===== src/rtl/jk_bank_sequencer.sv =====
// -----------------------------------------------------------------------------
// jk_bank_sequencer
//   A bank of WIDTH JK bit cells driven by a small command sequencer. A command
//   (op, data, repeat count) is accepted in IDLE, its J/K drive pattern is
//   applied for cmd_count+1 cycles in RUN, and a one-cycle DONE follows.
//
// Parameters
//   WIDTH     : number of JK cells in the bank (>= 2)
//
// Ports
//   clk       : clock, all state updates on the rising edge
//   rst_n     : synchronous active-low reset
//   cmd_valid : command request
//   cmd_ready : high in IDLE, command accepted on cmd_valid & cmd_ready
//   cmd_op    : operation code (HOLD/SET/CLEAR/TOGGLE/LOAD/UP/DOWN/reserved)
//   cmd_data  : bit mask or load value
//   cmd_count : repeat count, operation applied cmd_count+1 times
//   j, k      : J and K drive of each cell
//   q         : bank state
//   busy      : high in RUN and DONE
//   done      : one-cycle completion pulse
//   err       : pulses with done when the completed command used op 111
// -----------------------------------------------------------------------------
module jk_bank_sequencer #(
  parameter int WIDTH = 4
) (
  input  logic             clk,
  input  logic             rst_n,
  input  logic             cmd_valid,
  output logic             cmd_ready,
  input  logic [2:0]       cmd_op,
  input  logic [WIDTH-1:0] cmd_data,
  input  logic [3:0]       cmd_count,
  output logic [WIDTH-1:0] j,
  output logic [WIDTH-1:0] k,
  output logic [WIDTH-1:0] q,
  output logic             busy,
  output logic             done,
  output logic             err
);

  typedef enum logic [1:0] {
    S_IDLE = 2'd0,
    S_RUN  = 2'd1,
    S_DONE = 2'd2
  } state_e;

  typedef enum logic [2:0] {
    OP_HOLD   = 3'b000,
    OP_SET    = 3'b001,
    OP_CLEAR  = 3'b010,
    OP_TOGGLE = 3'b011,
    OP_LOAD   = 3'b100,
    OP_UP     = 3'b101,
    OP_DOWN   = 3'b110,
    OP_RSVD   = 3'b111
  } op_e;

  state_e           state_q, state_d;
  op_e              op_q, op_d;
  logic [WIDTH-1:0] data_q, data_d;
  logic [3:0]       cnt_q, cnt_d;
  logic             err_q, err_d;
  logic [WIDTH-1:0] q_q, q_d;

  logic             accept;
  logic [WIDTH-1:0] up_en;   // cell i toggles when all lower bits are 1
  logic [WIDTH-1:0] dn_en;   // cell i toggles when all lower bits are 0

  // Counter toggle enables: bit 0 always toggles, bit i toggles on the
  // AND-reduction of the bits below it (ripple-carry / ripple-borrow).
  assign up_en[0] = 1'b1;
  assign dn_en[0] = 1'b1;
  for (genvar gi = 1; gi < WIDTH; gi++) begin : g_cnt_en
    assign up_en[gi] = &q_q[gi-1:0];
    assign dn_en[gi] = &(~q_q[gi-1:0]);
  end

  assign accept = cmd_valid && (state_q == S_IDLE);

  // Next-state, latch-on-accept and J/K drive.
  always_comb begin
    // NOTE: every variable gets a default first so no path leaves it
    // unassigned; that is what keeps this block free of inferred latches.
    state_d = state_q;
    op_d    = op_q;
    data_d  = data_q;
    cnt_d   = cnt_q;
    err_d   = err_q;
    j       = '0;
    k       = '0;

    unique case (state_q)
      S_IDLE: begin
        if (accept) begin
          state_d = S_RUN;
          op_d    = op_e'(cmd_op);
          data_d  = cmd_data;
          cnt_d   = cmd_count;
          err_d   = (cmd_op == OP_RSVD);
        end
      end
      S_RUN: begin
        unique case (op_q)
          OP_SET:    begin j = data_q; k = '0;      end
          OP_CLEAR:  begin j = '0;     k = data_q;  end
          OP_TOGGLE: begin j = data_q; k = data_q;  end
          OP_LOAD:   begin j = data_q; k = ~data_q; end
          OP_UP:     begin j = up_en;  k = up_en;   end
          OP_DOWN:   begin j = dn_en;  k = dn_en;   end
          default:   begin j = '0;     k = '0;      end  // HOLD and reserved
        endcase
        if (cnt_q == 4'd0) state_d = S_DONE;
        else               cnt_d   = cnt_q - 4'd1;
      end
      S_DONE:  state_d = S_IDLE;
      default: state_d = S_IDLE;
    endcase

    // JK rule per cell; with j=k=0 outside RUN the bank simply holds.
    q_d = (j & ~q_q) | (~k & q_q);
  end

  always_ff @(posedge clk) begin
    // NOTE: sequential state uses non-blocking assignments so every flop
    // samples the pre-edge values regardless of statement order.
    if (!rst_n) begin
      state_q <= S_IDLE;
      op_q    <= OP_HOLD;
      data_q  <= '0;
      cnt_q   <= '0;
      err_q   <= 1'b0;
      q_q     <= '0;
    end else begin
      state_q <= state_d;
      op_q    <= op_d;
      data_q  <= data_d;
      cnt_q   <= cnt_d;
      err_q   <= err_d;
      q_q     <= q_d;
    end
  end

  assign q         = q_q;
  assign cmd_ready = (state_q == S_IDLE);
  assign busy      = (state_q == S_RUN) || (state_q == S_DONE);
  assign done      = (state_q == S_DONE);
  assign err       = done && err_q;

endmodule


===== config.mk =====
export PLATFORM = sky130hd
export DESIGN_NAME = jk_bank_sequencer
export DESIGN_NICKNAME = d
export VERILOG_FILES = /design/src/rtl/jk_bank_sequencer.sv
export SDC_FILE = /design/constraint.sdc
export NUM_CORES = 1
export LEC_CHECK = 0
export ABC_AREA = 1
export BUFFER_PORTS_ARGS = -buffer_cell sky130_fd_sc_hd__clkbuf_2
export CORE_MARGIN = 3
export CORE_UTILIZATION = 31
export DETAILED_ROUTE_END_ITERATION = 10
export HOLD_SLACK_MARGIN = 0.15
export RECOVER_POWER = 25
export SLEW_MARGIN = 20
export SYNTH_ARGS = -nofsm -noshare
export SYNTH_HDL_FRONTEND = slang
export SYNTH_SLANG_ARGS = --single-unit

===== constraint.sdc =====
create_clock -name clk -period 2.2 [get_ports clk]
set_clock_uncertainty 0.2 [all_clocks]
set_input_delay 0.11 -clock clk [delete_from_list [all_inputs] [get_ports clk]]
set_output_delay 0.11 -clock clk [all_outputs]
set_load 0.03 [all_outputs]

# Word-level counts from Yosys, hierarchy flattened
# Index checks and enable logic that the tools add are counted.
# word_totals
word_cells	53
in_bits	14
output_inout_bits	16
register_bits	18
# classes
muxes	10
n_reduce_logical	15
add_sub_neg	1
eq_ne	12
bitwise	9
# ops
op	count
$mux 4	4
$pmux 4 s4	1
$eq 3x3->1 const B	4
$not 4->4	3
$pmux 4 s3	1
$reduce_and 3->1	3
$and 4x4->4	2
$pmux 4 s2	1
$reduce_and 2->1	4
$eq 3x2->1 const B	2
$logic_not 4->1	1
$mux 2	2
$ne 2x2->1 const B	2
$or 4x4->4	1
$pmux 2 s2	1
$sub 4x1->4 const B	1
$eq 3x1->1 const B	1
$not 3->3	1
$reduce_or 3->1	1
$eq 2x1->1 const B	1
$eq 2x2->1 const B	1
$logic_and 1x1->1	2
$logic_not 2->1	1
$ne 2x1->1 const B	1
other kinds (5)	5

# Longest topological paths before layout
# depth
word_depth	7
mapped_depth	9
mapped_depth_nobuf	9

# Worst setup path before layout
# OpenSTA, ideal clock, no wires.
# synth_path
path_kind	reg-to-output
start	register q_q[0] (netlist: q[0])
end	output j[2]
path_stages_with_launch	5
path_buffers	0
arrival_time_ns	1.403
path_slack_ns	0.487
cell_sequence	dfxtp_1 > nand2_1 > nor2_1 > nor2_4 > a21oi_1
# synth_between
elab_chain_len	4
word_cells_on_any_way	5
cone_classes	mux: 2; bitwise: 1; reduce/logical: 2
# synth_lines
element	line	text
start: declaration	64	logic [WIDTH-1:0] q_q, q_d;
start signal: assignment	140	q_q <= q_d;
$not 2->2	76	assign dn_en[gi] = &(~q_q[gi-1:0]);
$reduce_and 2->1	76	
$pmux 4 s3 *	104	unique case (op_q)
$mux 4 *	93	unique case (state_q)
end: declaration	34	output logic [WIDTH-1:0] j,
# Every way passes the cells marked *; elsewhere a longest branch is shown, timed or not.

# Worst setup path after layout
# layout_path
start	register state_q[0]
end	register data_q[2]
# layout_between
elab_chain_len	3
# layout_lines
element	line	text
start: declaration	59	state_e state_q, state_d;
start signal: assignment	135	state_q <= state_d;
$logic_not 2->1 *	79, 93	
$logic_and 1x1->1	79	assign accept = cmd_valid && (state_q == S_IDLE);
$reduce_and 2->1 (no line) *	--	
end signal: assignment	137	data_q <= data_d;
end: declaration	61	logic [WIDTH-1:0] data_q, data_d;
# Marks and branches as above.
# A chain may end at the register's enable or synchronous reset.

==> results.py <==
metrics = {
    "status": {
        "status": "complete, no violations",
    },
    "power": {
        "combPwrFrac_pct": 43.3,
        "power_mw": 1.15,
        "max-vdd-ir-drop_v": 0.000408,
        "p_int_uw": 680,
        "swShare_pct": 41.2,
        "p_seq_share_pct": 36.8,
        "p_leak_nw": 0.732,
        "powerDensity_nw_per_um2": 762,
        "p_switching_uw": 475,
        "p_clk_share_pct": 19.9,
    },
    "clocking": {
        "cts_setup_buffers": 0,
        "cts_tree": "done",
        "h-tree-depth": 1,
        "clkTransAtPathRegs_ns": 0.07,
        "clock-root-buffer": "clkbuf_8",
        "clockBufferDepth": 2,
        "cts_buffers": 3,
        "cts.sinks": 18,
        "clk_latency_ns": 0.25,
    },
    "yosys": {
        "synthFlopType": "dfxtp_1",
        "synth-edff-count": 0,
        "async_flop_share_pct": 0,
        "synth_nets": 198,
        "synth_area_sq_um": 1130,
        "yosysSeqAreaShare_pct": 31.8,
        "synth_warnings": 0,
        "ys_types": 22,
        "syn_area_per_cell_sq_um": 6.34,
        "yosys.area.top_type": "dfxtp_1",
        "synthCells": 179,
        "ys_ff_latch": 18,
        "yosysTopAreaCellShare_pct": 31.8,
        "synth_area_leaders": "dfxtp_1, nand2_1, a21oi_1",
    },
    "floorplan": {
        "start_util_pct": 33.0,
        "die_x_microns": 66.5,
        "fp-row-count": 21,
        "die_h_microns": 66.5,
        "io_pins": 30,
        "design.core.area_sq_um": 3440,
        "die_area_sq_um": 4420,
    },
    "final_layout": {
        "multi_input_area_sq_um": 652,
        "drive_above_1_share_pct": 17.4,
        "regArea_sq_um": 360,
        "antennaDiodeCount": 0,
        "fill_cells": 383,
        "area.growth.synth_to_final_pct": 33.6,
        "fin_nets": 245,
    },
    "setup_path": {
        "worstPathRequired_ns": 2.18,
        "cp-end-kind": "flop",
        "startpoint_type": "flop",
        "path_max_fanout": 14,
        "crit_type": "flop to flop",
        "r2r-start": "state_q[0]$_SDFFE_PN0P_",
        "cp.arrival_ns": 1.98,
        "worstRegToRegCells": 6,
        "crit_start": "state_q[0]$_SDFFE_PN0P_",
    },
    "global_route": {
        "grt_usage_pct": 13.5,
        "overflow": 0,
        "antenna_found_initial": 0,
        "grt_first_pass_wirelength_microns": 4800,
        "grt_max_degree": 16,
        "grt_pass1_vias": 1173,
    },
    "route": {
        "detailedRoute.firstIterationViolations": 57,
        "wl_per_cell_microns": 9.90,
        "vias": 1213,
        "drc": 0,
        "first_pass_iters": 5,
        "wl_microns": 2670,
        "ant_nets": 0,
        "vias_per_cell": 4.49,
    },
    "sta": {
        "fmax_ghz": 0.500,
        "slew_viol_final": 0,
        "tightest_slew_ns": 0.415,
        "finalCriticalPeriod_ns": 2.00,
        "post-route-period-util_pct": 90.8,
        "final.setup.tns_ns": 0,
        "max_slew_margin_pct": 72.3,
        "hold_violations": 0,
        "setup_viol": 0,
        "rsz0062_at_grt": "false",
    },
    "place": {
        "gp_congestion": 0.753,
        "io_buffers": 29,
        "dp_hpwl_microns": 1980,
    },
    "worst_hold_path": {
        "hold_start": "cnt_q[1]$_SDFFE_PN0P_",
        "holdCritPathClass": "flop to flop",
        "hold_depth": 2,
    },
    "flow_run": {
        "max_cap_violations": 0,
    },
}
cell type report:
cell class / instances / share of cell area [%]
multi-input combinational: 132 / 43.0
sequential: 18 / 23.8
timing repair buffer: 47 / 20.8
inverter: 24 / 5.94
tap: 46 / 3.80
clock buffer: 3 / 2.72
cell usage after synthesis (2+ instances only):
cell,count
a21oi_1,20
buf_2,4
dfxtp_1,18
ha_1,5
inv_1,22
inv_2,2
nand2_1,47
nand2_2,2
nand3_1,13
nand3_2,3
nor2_1,21
o21ai_0,12
final timing paths:
check / to / slack [ns]
worst max-delay path: data_q[2]$_SDFFE_PN0P_ / 0.20
worst min-delay path: cnt_q[1]$_SDFFE_PN0P_ / 0.28
worst max register to register: data_q[2]$_SDFFE_PN0P_ / 0.20
worst min register to register: cnt_q[1]$_SDFFE_PN0P_ / 0.28
stage by stage:
step	hold slack [ns]	util (%)	worst slack, ns	cell area (sq um)	instances
finish	0.278	44.1	0.202	1520	270
global route	0.308	44.1	0.0451	1520	270
CTS	0.282	44.4	0.113	1530	270
detailed placement	0.162	38.3	0.463	1320	250
global placement	0.160	38.3	0.514	1320	250
floorplan	0.0484	-	0.487	1130	179
flip-flops by register name, summed over array words and instances (netlist names):
signal and count:
op_q 3, q 4, data_q 4, state_q 2, err_q 1, cnt_q 4
cells in the final DEF, fill, tap and decap left out:
cell	n
a21oi_1	20
a21oi_2	1
a31oi_1	1
a32oi_1	1
and2_4	1
buf_4	1
clkbuf_1	6
clkbuf_2	23
clkbuf_8	3
dfxtp_1	18
dlygate4sd3_1	17
ha_1	5
inv_1	22
inv_2	2
nand2_1	46
nand2_2	3
nand3_1	14
nand3_2	2
nand4_1	1
nor2_1	22
nor2_4	1
o21ai_0	12
o21ai_2	1
or2_2	1
worst max-delay path, stage by stage (launching register included):
cell	delay [ns]
dfxtp_1	0.39
inv_1	0.08
ha_1	0.25
nand2_2	0.21
o21ai_0	0.11
dlygate4sd3_1	0.58
a21oi_1	0.11
cells by family (layout without fill, tap and decap cells):
group | count (synthesis) | after routing | share of synthesized area [%]
AND/OR/NAND/NOR | 91 | 91 | 35.4
AO/OA/AOI/OAI | 36 | 36 | 17.0
buffers and inverters | 29 | 74 | 10.4
flip-flops | 18 | 18 | 31.8
adder cells (fa/ha/maj) | 5 | 5 | 5.51
power by group through the flow:
| stage | Combinational, mW | Sequential [mW] | Clock [mW] |
|---|---|---|---|
| floorplan | 0.384 | 0.424 | 0 |
| global placement | 0.479 | 0.430 | 0 |
| detailed placement | 0.477 | 0.431 | 0 |
| CTS | 0.507 | 0.424 | 0.237 |
| global route | 0.583 | 0.433 | 0.250 |
| finish | 0.500 | 0.425 | 0.230 |
per-layer routing:
layer,vias up,routed length [microns],global-route usage (%)
met3,4,149,2.19
met4,0,20,3.05
met5,-,0,0
li1,666,-,-
met2,31,1160,24.4
met1,512,1340,16.5
timing repair:
action	4_1_cts	5_1_grt
hold endpoints to repair	18	0
hold buffers	17	0
setup endpoints to repair	0	4
gates resized for setup	0	1
Note: power is estimated with default switching activity, not from simulation.
